`src/rtl/pc_predict_unit.sv`:
```
// Fetch PC register with BTB-based next-PC prediction, execute-stage branch
// resolution, misprediction flush/redirect and a saturating mispredict counter.
module pc_predict_unit #(
    parameter int unsigned           WIDTH     = 32,
    parameter int unsigned           ENTRIES   = 16,
    parameter logic [WIDTH-1:0]      RESET_PC  = '0,
    parameter int unsigned           CNT_WIDTH = 16
) (
    input  logic                 clock,
    input  logic                 reset,
    input  logic                 stall,
    output logic [WIDTH-1:0]     fetchPC,
    output logic                 fetchPredTaken,
    output logic [WIDTH-1:0]     fetchPredTarget,
    input  logic                 executeValid,
    input  logic [WIDTH-1:0]     executePC,
    input  logic [WIDTH-1:0]     executeT,
    input  logic [WIDTH-1:0]     executeA,
    input  logic [WIDTH-1:0]     executeImmediate,
    input  logic [4:0]           executeOpcode,
    input  logic                 neq,
    input  logic                 lt,
    input  logic                 executePredTaken,
    input  logic [WIDTH-1:0]     executePredTarget,
    output logic                 flush,
    output logic [WIDTH-1:0]     correctPC,
    output logic [CNT_WIDTH-1:0] mispredictCount
);

    localparam int unsigned IDX  = $clog2(ENTRIES);
    localparam int unsigned TAGW = WIDTH - IDX;
    localparam logic [WIDTH-1:0] ONE = WIDTH'(1);

    localparam logic [4:0] OP_J   = 5'b00001;
    localparam logic [4:0] OP_BNE = 5'b00010;
    localparam logic [4:0] OP_JAL = 5'b00011;
    localparam logic [4:0] OP_JR  = 5'b00100;
    localparam logic [4:0] OP_BLT = 5'b00110;
    localparam logic [4:0] OP_BEX = 5'b10110;

    logic             btb_valid  [ENTRIES];
    logic [TAGW-1:0]  btb_tag    [ENTRIES];
    logic [WIDTH-1:0] btb_target [ENTRIES];
    logic [1:0]       btb_ctr    [ENTRIES];

    logic [IDX-1:0]   fetch_idx;
    logic             fetch_hit;
    logic [WIDTH-1:0] fetch_seq;

    logic [IDX-1:0]   exec_idx;
    logic             exec_hit;
    logic [WIDTH-1:0] exec_seq;
    logic [WIDTH-1:0] branch_target;
    logic             is_ctrl;
    logic             actual_taken;
    logic [WIDTH-1:0] actual_target;
    logic             mispredict;
    logic [WIDTH-1:0] next_pc;

    // Fetch-side lookup
    always_comb begin
        fetch_idx       = fetchPC[IDX-1:0];
        fetch_seq       = fetchPC + ONE;
        fetch_hit       = btb_valid[fetch_idx] && (btb_tag[fetch_idx] == fetchPC[WIDTH-1:IDX]);
        fetchPredTaken  = fetch_hit && btb_ctr[fetch_idx][1];
        fetchPredTarget = fetch_hit ? btb_target[fetch_idx] : fetch_seq;
    end

    // Execute-side resolution
    always_comb begin
        exec_idx      = executePC[IDX-1:0];
        exec_hit      = btb_valid[exec_idx] && (btb_tag[exec_idx] == executePC[WIDTH-1:IDX]);
        exec_seq      = executePC + ONE;
        branch_target = exec_seq + executeImmediate;
        is_ctrl       = 1'b0;
        actual_taken  = 1'b0;
        actual_target = exec_seq;
        unique case (executeOpcode)
            OP_J, OP_JAL: begin
                is_ctrl       = 1'b1;
                actual_taken  = 1'b1;
                actual_target = executeT;
            end
            OP_JR: begin
                is_ctrl       = 1'b1;
                actual_taken  = 1'b1;
                actual_target = executeA;
            end
            OP_BNE: begin
                is_ctrl       = 1'b1;
                actual_taken  = neq;
                actual_target = branch_target;
            end
            OP_BLT: begin
                is_ctrl       = 1'b1;
                actual_taken  = lt;
                actual_target = branch_target;
            end
            OP_BEX: begin
                is_ctrl       = 1'b1;
                actual_taken  = neq;
                actual_target = executeT;
            end
            default: ;
        endcase
        mispredict = executeValid &&
                     ((actual_taken != executePredTaken) ||
                      (actual_taken && (actual_target != executePredTarget)));
        flush      = mispredict;
        correctPC  = actual_taken ? actual_target : exec_seq;
    end

    always_comb begin
        if (flush)               next_pc = correctPC;
        else if (stall)          next_pc = fetchPC;
        else if (fetchPredTaken) next_pc = fetchPredTarget;
        else                     next_pc = fetch_seq;
    end

    always_ff @(posedge clock or negedge reset) begin
        if (!reset) fetchPC <= RESET_PC;
        else        fetchPC <= next_pc;
    end

    // Non-blocking writes keep same-cycle lookups on the pre-write contents
    always_ff @(posedge clock or negedge reset) begin
        if (!reset) begin
            for (int unsigned i = 0; i < ENTRIES; i++) begin
                btb_valid[i]  <= 1'b0;
                btb_tag[i]    <= '0;
                btb_target[i] <= '0;
                btb_ctr[i]    <= 2'b01;
            end
        end else if (executeValid) begin
            if (is_ctrl) begin
                if (actual_taken) begin
                    btb_target[exec_idx] <= actual_target;
                    if (exec_hit) begin
                        if (btb_ctr[exec_idx] != 2'b11)
                            btb_ctr[exec_idx] <= btb_ctr[exec_idx] + 2'd1;
                    end else begin
                        btb_valid[exec_idx] <= 1'b1;
                        btb_tag[exec_idx]   <= executePC[WIDTH-1:IDX];
                        btb_ctr[exec_idx]   <= 2'b10;
                    end
                end else if (exec_hit && (btb_ctr[exec_idx] != 2'b00)) begin
                    btb_ctr[exec_idx] <= btb_ctr[exec_idx] - 2'd1;
                end
            end else if (exec_hit) begin
                btb_valid[exec_idx] <= 1'b0;
            end
        end
    end

    always_ff @(posedge clock or negedge reset) begin
        if (!reset)
            mispredictCount <= '0;
        else if (flush && (mispredictCount != '1))
            mispredictCount <= mispredictCount + CNT_WIDTH'(1);
    end

endmodule
```
`config.mk`:
```
export PLATFORM = sky130hd
export DESIGN_NAME = pc_predict_unit
export DESIGN_NICKNAME = d
export VERILOG_FILES = /design/src/rtl/pc_predict_unit.sv
export SDC_FILE = /design/constraint.sdc
export NUM_CORES = 2
export LEC_CHECK = 0
export CAP_MARGIN = 20
export CELL_PAD_IN_SITES_DETAIL_PLACEMENT = 1
export CELL_PAD_IN_SITES_GLOBAL_PLACEMENT = 1
export CORE_AREA = 3 3 378 380
export DETAILED_ROUTE_END_ITERATION = 10
export DIE_AREA = 0 0 381 383
export PLACE_DENSITY_LB_ADDON = 0.1
export SLEW_MARGIN = 10
export SYNTH_ARGS = -nofsm -noshare
export SYNTH_HDL_FRONTEND = slang
export SYNTH_SLANG_ARGS = --single-unit
```
`constraint.sdc`:
```
create_clock -name clock -period 22.2 [get_ports clock]
set_input_delay 4.44 -clock clock [delete_from_list [all_inputs] [get_ports clock]]
set_output_delay 4.44 -clock clock [all_outputs]
set_load 0.05 [all_outputs]
```
==> impl_results.rst <==
.. list-table::
   :header-rows: 1

   * - Metric
     - Value
   * - Result of the run
     - complete, no violations
   * - DRT antenna net count
     - 0
   * - Total die area
     - 146,000 um^2
   * - Starting DRT DRC Count
     - 3,754
   * - Achievable clock frequency
     - 60.1 MHz
   * - Most Used Layer, Global Route
     - met2
   * - Starting density of the core
     - 0.410
   * - Static leakage
     - 0.0286 uW
   * - Timing startpoint of the critical path
     - executePC[5]
   * - Setup TNS Final
     - 0 ns
   * - Max FO, Critical Path
     - 21
   * - Maximum clock skew at final layout
     - 0.0382 ns
   * - Headroom to the max-slew limit
     - 0.216
   * - Post-placement worst setup slack
     - 5.69 ns
   * - Startpoint of the worst hold path
     - btb_target[166]$_DFFE_PN0P_
   * - Element type at the critical path end
     - output port
   * - Sum of routed wire length over all layers
     - 217 mm
   * - Finished layout cell area
     - 66,400 um^2
   * - Count of flip-flops with a built-in enable after synthesis
     - 0
   * - Synthesized net count
     - 5,060
   * - Height of the chip
     - 383 um
   * - Number of global-route vias before repair
     - 43,900
   * - Register-to-register setup slack
     - 14.62 ns
   * - Cts bufs inserted
     - 117
   * - Layout net count
     - 5,151
   * - Total congestion overflow after global routing
     - 0
   * - Final Instance Count excl. Fillers
     - 6,910
   * - Mapped Cells
     - 4,839
   * - Total routing usage reported by global routing
     - 0.296
   * - Number of cells traversed by the worst hold path
     - 2
   * - Clock insertion delay at the later pin of the skew report
     - 0.77 ns
   * - Critical path start-end classification
     - primary input to output port
   * - Number of cells after detailed placement
     - 6,683
   * - Worst setup slack after layout
     - 5.56 ns
   * - TritonCTS clock tree
     - done
   * - Setup violation total in the final timing report
     - 0
   * - H-tree Lvls
     - 3
   * - Most common library cell in the layout ignoring fill and taps
     - sky130_fd_sc_hd__dfrtp_1
   * - CP max stage cell
     - sky130_fd_sc_hd__clkdlybuf4s50_1
   * - Antenna violations before repair
     - 10
   * - Number of different library cells in the post-synthesis netlist
     - 95
   * - Final Max Slew Viols
     - 0
   * - Count of port buffers added during placement
     - 285
   * - Cell-by-cell listing of the critical path
     - clkdlybuf4s50_1, nand4_1, or4_1, nor2_1, nand2_1, xor2_1, inv_1, ha_1, nand2_1, o211ai_1, a31oi_1, o21ai_0, nor4bb_1, nor3_2, buf_4, xor2_1, nand4_1, or4_4, o21ai_4, inv_2, clkdlybuf4s50_1
   * - X dimension of the die
     - 381 um
   * - Area of the mapped netlist
     - 57,200 um^2
   * - Synthesis-to-finish area growth
     - 15.9%
   * - Hold Path End
     - btb_target[166]$_DFFE_PN0P_
   * - Routed length per placed instance
     - 31.3 um
   * - Worst voltage drop across the vdd grid
     - 0.0694 mV
   * - Longest individual stage delay on the worst path
     - 1.09 ns
   * - Worst path arrival time
     - 12.20 ns
   * - Global-route wire length before repair
     - 317 mm
   * - Sequential cell area fraction in the yosys report
     - 0.462
   * - Clock root cell
     - sky130_fd_sc_hd__clkbuf_16
   * - Final worst path period need
     - 16.64 ns
   * - Hold violation total from the final report
     - 0
   * - Total vias in the final route
     - 42,400
   * - Routability-driven placement congestion ratio
     - 0.889
   * - Slew of the pin with the lowest slew margin
     - 1.17 ns
   * - Post-Syn Area per Cell
     - 11.8 um^2
   * - Top-Level Pins
     - 286
   * - Met3 GRT Util
     - 0.0464
   * - Clock Sink Count
     - 1,056
   * - Period Utilization, post-route
     - 0.749
   * - Data required time of the worst path
     - 17.76 ns
   * - Dominant register cell in the synthesized netlist
     - sky130_fd_sc_hd__dfrtp_1
   * - Post-CTS setup buffers
     - 0
   * - End of the worst register-to-register path
     - fetchPC[30]$_DFFE_PN0P_
   * - Core area
     - 140,000 um^2
   * - Number of iterations in the first detailed-routing pass
     - 5
   * - Via density per instance
     - 6.13
   * - RSZ-0062 raised after global routing
     - false
   * - Standard cell area after detailed placement
     - 62,200 um^2
   * - Syn. warnings
     - 0
   * - Remaining DRCs
     - 0
   * - Depth of the most critical reg-to-reg path
     - 16
   * - Maximum clock path buffer count
     - 3
   * - Reg2Reg Launch Point
     - fetchPC[0]$_DFFE_PN0P_
   * - Startpoint type of the worst setup path
     - primary input
   * - Clock-pin slew on the worst setup and hold paths
     - 0.06 ns
   * - Number of rows in the core area
     - 137
   * - Max-Cap Viols
     - 0
   * - GR met2 Demand/Resource
     - 0.460
   * - Met1 routing resource usage after global routing
     - 0.427
   * - Largest net degree at the start of global routing
     - 162
   * - Number of flip-flops and latches in the synthesized netlist
     - 1,056
   * - Pwr Density
     - 78.6 nW/um^2
   * - Dpl hpwl
     - 141 mm
   * - Worst hold-check slack
     - 0.474 ns
   * - Leading cell types in the layout, fill and taps excluded
     - 1,037 x sky130_fd_sc_hd__dfrtp_1, 608 x sky130_fd_sc_hd__nand2_1, 586 x sky130_fd_sc_hd__o21ai_0, 530 x sky130_fd_sc_hd__mux2_2, 426 x sky130_fd_sc_hd__mux4_2
   * - Post-CTS Resized
     - 0
   * - Share of flip-flops with an asynchronous set or reset after synthesis
     - 1.00
   * - Share of post-route cells with drive strength above 1
     - 0.278
   * - Worst min-delay path class
     - register to register
   * - Count of hold-fix buffers inserted at cts
     - 0
-- where the power goes --
part	internal [uW]	switching, uW
Sequential	1990	101
Combinational	368	689
Clock	1200	869
-- worst max path at each step --
stage	slack, ns	endpoint	depth (start not counted)
floorplan	8.24	flush	20
CTS	5.62	flush	18
finish	5.56	flush	21
global route	5.11	flush	21
detailed placement	5.69	flush	18
global placement	5.66	flush	20
-- stage by stage --
| step | utilization | total power [uW] |
|---|---|---|
| floorplan | - | 2710 |
| global placement | 0.445 | 3170 |
| detailed placement | 0.446 | 3180 |
| CTS | 0.475 | 5250 |
| global route | 0.475 | 5400 |
| finish | 0.476 | 5210 |
-- logic make-up after synthesis --
kind of cell             synth area share
XOR/XNOR                           0.0226
AND/OR/NAND/NOR                    0.0817
AO/OA/AOI/OAI                       0.105
multiplexers                        0.284
flip-flops                          0.462
adder cells (fa/ha/maj)            0.0108
buffers and inverters              0.0343
-- area by class of cell --
cell class	count	area, um^2
Clock buffer	167	3440
Timing Repair Buffer	429	4030
Clock inverter	50	651
Antenna cell	6	15.0
Tap cell	1876	2350
Sequential cell	1056	26500
Inverter	38	145
Fill cell	14400	73200
Multi-Input combinational cell	3288	29300
-- critical path, delay by kind of cell --
| family | cells | cell delay, ns |
|---|---|---|
| xor+xnor | 2 | 0.41 |
| buf+inv | 5 | 2.42 |
| compound gates | 4 | 1.15 |
| fa+ha+maj | 1 | 0.47 |
| simple gates | 9 | 3.27 |
-- routing by layer --
layer	vias to the layer above	wire [um]
met4	4	7200
met3	295	13500
met2	1364	98500
met1	22600	97400
li1	18100	-
met5	-	32
-- cells in the mapped netlist, types with 23 or more instances --
| library cell | count | share of area |
|---|---|---|
| sky130_fd_sc_hd__xnor2_1 | 91 | 0.014 |
| sky130_fd_sc_hd__dfrtp_1 | 1040 | 0.45 |
| sky130_fd_sc_hd__nand3_1 | 60 | 0.0052 |
| sky130_fd_sc_hd__inv_1 | 35 | 0.0023 |
| sky130_fd_sc_hd__nand4_1 | 35 | 0.0038 |
| sky130_fd_sc_hd__nor2_1 | 147 | 0.0096 |
| sky130_fd_sc_hd__o31ai_1 | 23 | 0.0030 |
| sky130_fd_sc_hd__nand2b_1 | 27 | 0.0030 |
| sky130_fd_sc_hd__xor2_1 | 54 | 0.0083 |
| sky130_fd_sc_hd__mux2_2 | 530 | 0.10 |
| sky130_fd_sc_hd__nor3_1 | 23 | 0.0020 |
| sky130_fd_sc_hd__mux4_2 | 426 | 0.17 |
| sky130_fd_sc_hd__o21ai_0 | 588 | 0.051 |
| sky130_fd_sc_hd__o22ai_1 | 32 | 0.0035 |
| sky130_fd_sc_hd__nand2_1 | 609 | 0.040 |
| sky130_fd_sc_hd__ha_1 | 48 | 0.010 |
| sky130_fd_sc_hd__buf_1 | 53 | 0.0035 |
| sky130_fd_sc_hd__a22oi_1 | 25 | 0.0033 |
| sky130_fd_sc_hd__clkbuf_1 | 340 | 0.022 |
| sky130_fd_sc_hd__mux2i_1 | 64 | 0.011 |
| sky130_fd_sc_hd__buf_2 | 56 | 0.0049 |
| sky130_fd_sc_hd__a21oi_1 | 133 | 0.012 |
| sky130_fd_sc_hd__a31oi_1 | 33 | 0.0036 |
-- registers in the layout, indices dropped and copies added, names as in the netlist, named ones only --
signal           flops
btb_target         512
btb_tag            448
mispredictCount     16
fetchPC             32
btb_ctr             32
Power figures use the tool's default switching activity.
